**src/rtl/regfile_arb_pkg.sv**
```systemverilog
// Shared defaults, write payload type and round-robin pointer helper for the
// register-file write arbiter.
package regfile_arb_pkg;

  localparam int unsigned DEF_NUM_REQ   = 6;
  localparam int unsigned DEF_NUM_PORTS = 4;
  localparam int unsigned DEF_ADDR_W    = 7;
  localparam int unsigned DEF_DATA_W    = 64;
  localparam int unsigned DEF_MASK_W    = DEF_DATA_W / 8;

  typedef struct packed {
    logic [DEF_ADDR_W-1:0] address;
    logic [DEF_DATA_W-1:0] value;
    logic [DEF_MASK_W-1:0] byteMask;
  } write_req_t;

  // Next scan start: one past the last granted requester, else unchanged.
  function automatic int unsigned rr_next(input int unsigned ptr, input int unsigned last,
                                          input logic any_grant, input int unsigned num_req);
    return any_grant ? (last + 1) % num_req : ptr;
  endfunction

endpackage

```
**src/rtl/regfile_write_arb_alloc.sv**
```systemverilog
// Combinational round-robin scan: grants up to NUM_PORTS requesters starting at
// rr_ptr, never two grants to the same address, ports filled in scan order.
module regfile_write_arb_alloc
  import regfile_arb_pkg::*;
#(
  parameter int unsigned NUM_REQ   = DEF_NUM_REQ,
  parameter int unsigned NUM_PORTS = DEF_NUM_PORTS,
  parameter int unsigned ADDR_W    = DEF_ADDR_W,
  localparam int unsigned IDX_W    = (NUM_REQ > 1) ? $clog2(NUM_REQ) : 1
) (
  input  logic                         enable,
  input  logic [IDX_W-1:0]             rr_ptr,
  input  logic [NUM_REQ-1:0]           req_valid,
  input  logic [NUM_REQ*ADDR_W-1:0]    req_address,
  output logic [NUM_REQ-1:0]           req_ready_c,
  output logic [NUM_PORTS*IDX_W-1:0]   port_idx_c,
  output logic [NUM_PORTS-1:0]         port_valid_c,
  output logic [IDX_W-1:0]             last_idx_c,
  output logic                         any_grant_c,
  output logic                         conflict_c
);

  logic [ADDR_W-1:0] addr [NUM_REQ];
  logic [ADDR_W-1:0] granted_addr [NUM_PORTS];
  logic [IDX_W-1:0]  idx;
  logic              clash;
  int unsigned       cnt;

  for (genvar i = 0; i < NUM_REQ; i++) begin : g_unpack
    assign addr[i] = req_address[i*ADDR_W +: ADDR_W];
  end

  always_comb begin
    req_ready_c  = '0;
    port_idx_c   = '0;
    port_valid_c = '0;
    last_idx_c   = '0;
    any_grant_c  = 1'b0;
    conflict_c   = 1'b0;
    idx          = '0;
    clash        = 1'b0;
    cnt          = 0;
    for (int unsigned p = 0; p < NUM_PORTS; p++) granted_addr[p] = '0;
    if (enable) begin
      for (int unsigned k = 0; k < NUM_REQ; k++) begin
        idx   = IDX_W'((32'(rr_ptr) + k) % NUM_REQ);
        clash = 1'b0;
        for (int unsigned p = 0; p < NUM_PORTS; p++)
          if (port_valid_c[p] && granted_addr[p] == addr[idx]) clash = 1'b1;
        if (req_valid[idx]) begin
          if (clash) begin
            conflict_c = 1'b1;
          end else if (cnt < NUM_PORTS) begin
            // Next free port is the one whose index equals the grant count.
            for (int unsigned p = 0; p < NUM_PORTS; p++) begin
              if (p == cnt) begin
                port_valid_c[p]                = 1'b1;
                port_idx_c[p*IDX_W +: IDX_W]   = idx;
                granted_addr[p]                = addr[idx];
              end
            end
            req_ready_c[idx] = 1'b1;
            last_idx_c       = idx;
            any_grant_c      = 1'b1;
            cnt              = cnt + 1;
          end
        end
      end
    end
  end

endmodule

```
**src/rtl/regfile_write_arbiter.sv**
```systemverilog
// Round-robin arbiter sharing register-file write ports among requesters; wr_* are
// registered one cycle after the handshake. Define REGFILE_WRITE_ARB_STATS_EN for stall counters.
module regfile_write_arbiter
  import regfile_arb_pkg::*;
#(
  parameter int unsigned NUM_REQ   = DEF_NUM_REQ,
  parameter int unsigned NUM_PORTS = DEF_NUM_PORTS,
  parameter int unsigned ADDR_W    = DEF_ADDR_W,
  parameter int unsigned DATA_W    = DEF_DATA_W,
  localparam int unsigned MASK_W   = DATA_W / 8
) (
  input  logic                          clock,
  input  logic                          reset,
  input  logic [NUM_REQ-1:0]            req_valid,
  output logic [NUM_REQ-1:0]            req_ready,
  input  logic [NUM_REQ*ADDR_W-1:0]     req_address,
  input  logic [NUM_REQ*DATA_W-1:0]     req_value,
  input  logic [NUM_REQ*MASK_W-1:0]     req_byteMask,
  output logic [NUM_PORTS-1:0]          wr_write,
  output logic [NUM_PORTS*ADDR_W-1:0]   wr_address,
  output logic [NUM_PORTS*DATA_W-1:0]   wr_value,
  output logic [NUM_PORTS*MASK_W-1:0]   wr_byteMask
`ifdef REGFILE_WRITE_ARB_STATS_EN
  ,
  output logic [31:0]                   stat_stall_cycles,
  output logic [31:0]                   stat_conflict_cycles
`endif
);

  localparam int unsigned IDX_W = (NUM_REQ > 1) ? $clog2(NUM_REQ) : 1;

  if (DATA_W % 8 != 0) begin : g_bad_data_w
    $error("DATA_W must be a multiple of 8");
  end

  logic [IDX_W-1:0]           rr_ptr;
  logic [NUM_PORTS*IDX_W-1:0] port_idx_c;
  logic [NUM_PORTS-1:0]       port_valid_c;
  logic [IDX_W-1:0]           last_idx_c;
  logic                       any_grant_c;
  logic                       conflict_c;

  logic [ADDR_W-1:0] req_addr_a [NUM_REQ];
  logic [DATA_W-1:0] req_val_a  [NUM_REQ];
  logic [MASK_W-1:0] req_mask_a [NUM_REQ];

  for (genvar i = 0; i < NUM_REQ; i++) begin : g_unpack
    assign req_addr_a[i] = req_address[i*ADDR_W +: ADDR_W];
    assign req_val_a[i]  = req_value[i*DATA_W +: DATA_W];
    assign req_mask_a[i] = req_byteMask[i*MASK_W +: MASK_W];
  end

  // Reset holds the scan disabled so no grant is offered while reset is low.
  regfile_write_arb_alloc #(
    .NUM_REQ   (NUM_REQ),
    .NUM_PORTS (NUM_PORTS),
    .ADDR_W    (ADDR_W)
  ) u_alloc (
    .enable       (reset),
    .rr_ptr       (rr_ptr),
    .req_valid    (req_valid),
    .req_address  (req_address),
    .req_ready_c  (req_ready),
    .port_idx_c   (port_idx_c),
    .port_valid_c (port_valid_c),
    .last_idx_c   (last_idx_c),
    .any_grant_c  (any_grant_c),
    .conflict_c   (conflict_c)
  );

  always_ff @(posedge clock) begin
    if (!reset) begin
      rr_ptr      <= '0;
      wr_write    <= '0;
      wr_address  <= '0;
      wr_value    <= '0;
      wr_byteMask <= '0;
    end else begin
      rr_ptr   <= IDX_W'(rr_next(32'(rr_ptr), 32'(last_idx_c), any_grant_c, NUM_REQ));
      wr_write <= port_valid_c;
      for (int unsigned p = 0; p < NUM_PORTS; p++) begin
        if (port_valid_c[p]) begin
          wr_address[p*ADDR_W +: ADDR_W]  <= req_addr_a[port_idx_c[p*IDX_W +: IDX_W]];
          wr_value[p*DATA_W +: DATA_W]    <= req_val_a[port_idx_c[p*IDX_W +: IDX_W]];
          wr_byteMask[p*MASK_W +: MASK_W] <= req_mask_a[port_idx_c[p*IDX_W +: IDX_W]];
        end else begin
          wr_address[p*ADDR_W +: ADDR_W]  <= '0;
          wr_value[p*DATA_W +: DATA_W]    <= '0;
          wr_byteMask[p*MASK_W +: MASK_W] <= '0;
        end
      end
    end
  end

`ifdef REGFILE_WRITE_ARB_STATS_EN
  logic stall_c;
  assign stall_c = |(req_valid & ~req_ready);

  // Saturating stall / conflict cycle counters.
  always_ff @(posedge clock) begin
    if (!reset) begin
      stat_stall_cycles    <= '0;
      stat_conflict_cycles <= '0;
    end else begin
      if (stall_c && stat_stall_cycles != 32'hFFFF_FFFF)
        stat_stall_cycles <= stat_stall_cycles + 32'd1;
      if (conflict_c && stat_conflict_cycles != 32'hFFFF_FFFF)
        stat_conflict_cycles <= stat_conflict_cycles + 32'd1;
    end
  end
`else
  logic unused_stats_c;
  assign unused_stats_c = conflict_c;
`endif

endmodule

```
**config.mk**
```make
export PLATFORM = sky130hd
export DESIGN_NAME = regfile_write_arbiter
export DESIGN_NICKNAME = d
export VERILOG_FILES = /design/src/rtl/regfile_arb_pkg.sv /design/src/rtl/regfile_write_arb_alloc.sv /design/src/rtl/regfile_write_arbiter.sv
export SDC_FILE = /design/constraint.sdc
export NUM_CORES = 2
export LEC_CHECK = 0
export BUFFER_PORTS_ARGS = -buffer_cell sky130_fd_sc_hd__buf_2
export CORE_AREA = 2 2 311 313
export CTS_BUF_LIST = sky130_fd_sc_hd__clkbuf_8
export DETAILED_ROUTE_END_ITERATION = 8
export DIE_AREA = 0 0 313 315
export GPL_ROUTABILITY_DRIVEN = 0
export GPL_TIMING_DRIVEN = 1
export MAX_ROUTING_LAYER = met4
export REMOVE_ABC_BUFFERS = 1
export SYNTH_ARGS = -nofsm -noshare
export SYNTH_HDL_FRONTEND = slang
export SYNTH_SLANG_ARGS = --single-unit
```
**constraint.sdc**
```tcl
create_clock -name clock -period 11.7 [get_ports clock]
set_input_delay 0.585 -clock clock [delete_from_list [all_inputs] [get_ports clock]]
set_output_delay 0.585 -clock clock [all_outputs]
set_load 0.03 [all_outputs]
```
==> flow_summary.ini <==
[cells_and_area]
nFillCells = 9808
fin_cells = 5401
multi_input_area_sq_mm = 0.0205
nets = 4542
area_growth_pct = 26.5
layout-drive-gt1-share_pct = 30.3
regArea_sq_mm = 0.00647

[worst_setup_path]
critPathTopFamily = compound AO/OA/AOI/OAI gates
path_buf_inv = 4
critical-path-slowest-cell = and2_0
rr_worst_depth = 30
crit_type = reg -> out
r2r-end = wr_value[56]
critPathLaunch = rr_ptr[1]
cp-endpoint = req_ready[1]
cpMostUsedCell = ha_1
worstSetupEndpointType = output pin
crit_cells = 28
slowest_delay_ns = 0.63
crit_required_ns = 11.12
start_kind = register
timing.rr.start = rr_ptr[1]
crit_fanout = 15
crit_arrival_ns = 10.17
worst-r2r-setup-slack_ns = 1.25

[cts]
post_cts_buffers = 0
cts_root_buf = clkbuf_8
tritoncts = done
cts_sinks = 323
h-tree-depth = 3
clockBufferDepth = 3
cts_made_buffers = 68
clock_latency_ns = 0.67
clkSlewWorstSetupHoldPaths_ns = 0.06

[global_routing]
grt_pass1_wl_um = 221000
grt_usage_pct = 31.0
grt_max_degree = 96
antenna_found_initial = 36
grt_pass1_vias = 31054
grt_overflow = 0

[yosys]
synth-seq-cells = 323
synth_area_leaders = mux2i_1, dfxtp_1, nand2_1, mux2_2, o221ai_1
syn_area_sq_mm = 0.0283
synth_most_common_cell = mux2i_1
synth-async-reset-ratio_pct = 0
synth_flop_cell = dfxtp_1
synth_warnings = 0
syn_avg_cell_area_sq_um = 8.49
ys_seq_area_share_pct = 22.9
synth.largest_area_cell = mux2i_1
synth_common_cells = mux2i_1, nand2_1, dfxtp_1
netlist_instances = 3330
synth_top_area_share_pct = 24.0
synth_cell_type_count = 102
synth_edf_count = 0

[timing]
fmax_mhz = 93.0
skew_ns = 0.0387
rsz0062_at_grt = no
slew_headroom_pct = 7.06
setup_viol = 0
fin_crit_sh_pct = 91.9
finalHoldViolCount = 0
fin_crit_ns = 10.75
tightest_slew_ns = 1.39
report.final.slew_viol_count = 0

[floorplan]
std_cell_rows = 114
die-height_um = 315
io_pins = 808
dieArea_sq_mm = 0.0986
initial_core_util_pct = 29.5
core-area_sq_mm = 0.0957
die_w_um = 313

[drt]
ant_nets = 0
drt-initial-drc-count = 4669
wl_um = 156000
routedWlPerCell_um = 29.0
vias = 32826
vias_per_cell = 6.08
drc = 0
dr.pass1.iters = 9

[hold_path]
min-delay-path-class = in -> reg

[outcome]
status = complete, no violations

[run]
drv_cap = 0

[placed_design]
io_buffers = 807
hpwlAfterDp_um = 112000
dp_cells = 5241
## timing repair
| action | 4_1_cts | 5_1_grt |
|---|---|---|
| resized for setup | 0 | 1 |
| hold buffers | 0 | 0 |
| setup endpoints to repair | 0 | 3 |
## cell usage in the layout (no fill, tap or decap), types with 84 or more instances in the layout
master and n:
buf_2 807, and2_1 86, and3_1 86, clkbuf_8 88
dfxtp_1 322, nor2_1 157, o211ai_1 89, mux2_2 127
o21ai_0 140, o22a_1 84, nand2_1 381, mux2i_1 675
a211oi_1 92
## worst min path at each step
stage	end	depth (start not counted)	start	slack, ns
6_report	wr_value[127]	3	req_value[319]	0.18
5_1_grt	wr_value[99]	3	req_value[291]	0.13
4_1_cts	wr_value[123]	3	req_value[315]	0.09
3_5_place_dp	rr_ptr[2]	3	rr_ptr[2]	0.64
3_3_place_gp	rr_ptr[2]	3	rr_ptr[2]	0.64
2_1_floorplan	rr_ptr[2]	2	rr_ptr[2]	0.60
## state kept, by name, indices dropped and copies added, names as in the netlist
| name | cells |
|---|---|
| wr_byteMask | 32 |
| wr_write | 4 |
| rr_ptr | 3 |
| wr_value | 256 |
| wr_address | 28 |
## final cells by class
| type | count | area share, % |
|---|---|---|
| multi-input combinational | 2680 | 57.4 |
| sequential | 323 | 18.1 |
| timing repair buffer | 927 | 15.4 |
| tap | 1276 | 4.46 |
| clock buffer | 88 | 3.39 |
| clock inverter | 35 | 0.665 |
| inverter | 35 | 0.367 |
| antenna | 37 | 0.259 |
## metal layers
metal	part of all wire, %	wire, um	vias up	GRT usage (%)
met5	0	0	-	-
met3	11	17900	482	8.20
met2	43	66700	2427	44.7
met1	39	61200	15773	38.5
met4	6.8	10600	0	18.7
li1	-	-	14144	-
## worst register-to-register path: cells and delay by family, from the launching register on
| family | cells | cell delay [ns] |
|---|---|---|
| simple gates | 7 | 2.09 |
| mux | 2 | 0.79 |
| compound gates | 10 | 3.59 |
| buf+inv | 5 | 1.04 |
| flops | 1 | 0.46 |
| fa+ha+maj | 3 | 0.97 |
| xor+xnor | 3 | 1.38 |
## through the flow
stage	hold slack (ns)	area (sq um)	setup TNS (ns)	worst slack [ns]	utilization [%]
global placement	0.641	34200	0	1.32	35.8
global route	0.127	35700	0	0.254	37.3
CTS	0.0911	35700	0	0.811	37.3
detailed placement	0.636	34200	0	1.23	35.8
floorplan	0.598	26900	-2409.94	-15.40	-
finish	0.175	35800	0	0.950	37.4
## logic make-up (layout without fill, tap and decap cells)
kind of cell / after synthesis / count (layout) / share of synthesized area (%)
compound gates: 897 / 897 / 24.3
xor+xnor: 70 / 70 / 2.27
fa+ha+maj: 32 / 32 / 1.36
buf+inv: 327 / 1085 / 5.40
flops: 323 / 323 / 22.9
mux: 809 / 809 / 29.2
other cells: 0 / 37 / 0
simple gates: 872 / 872 / 14.5
Power is left out: the tool's default activity adds up to more than one toggle a clock period on the data nets, which glitch-free logic cannot reach.
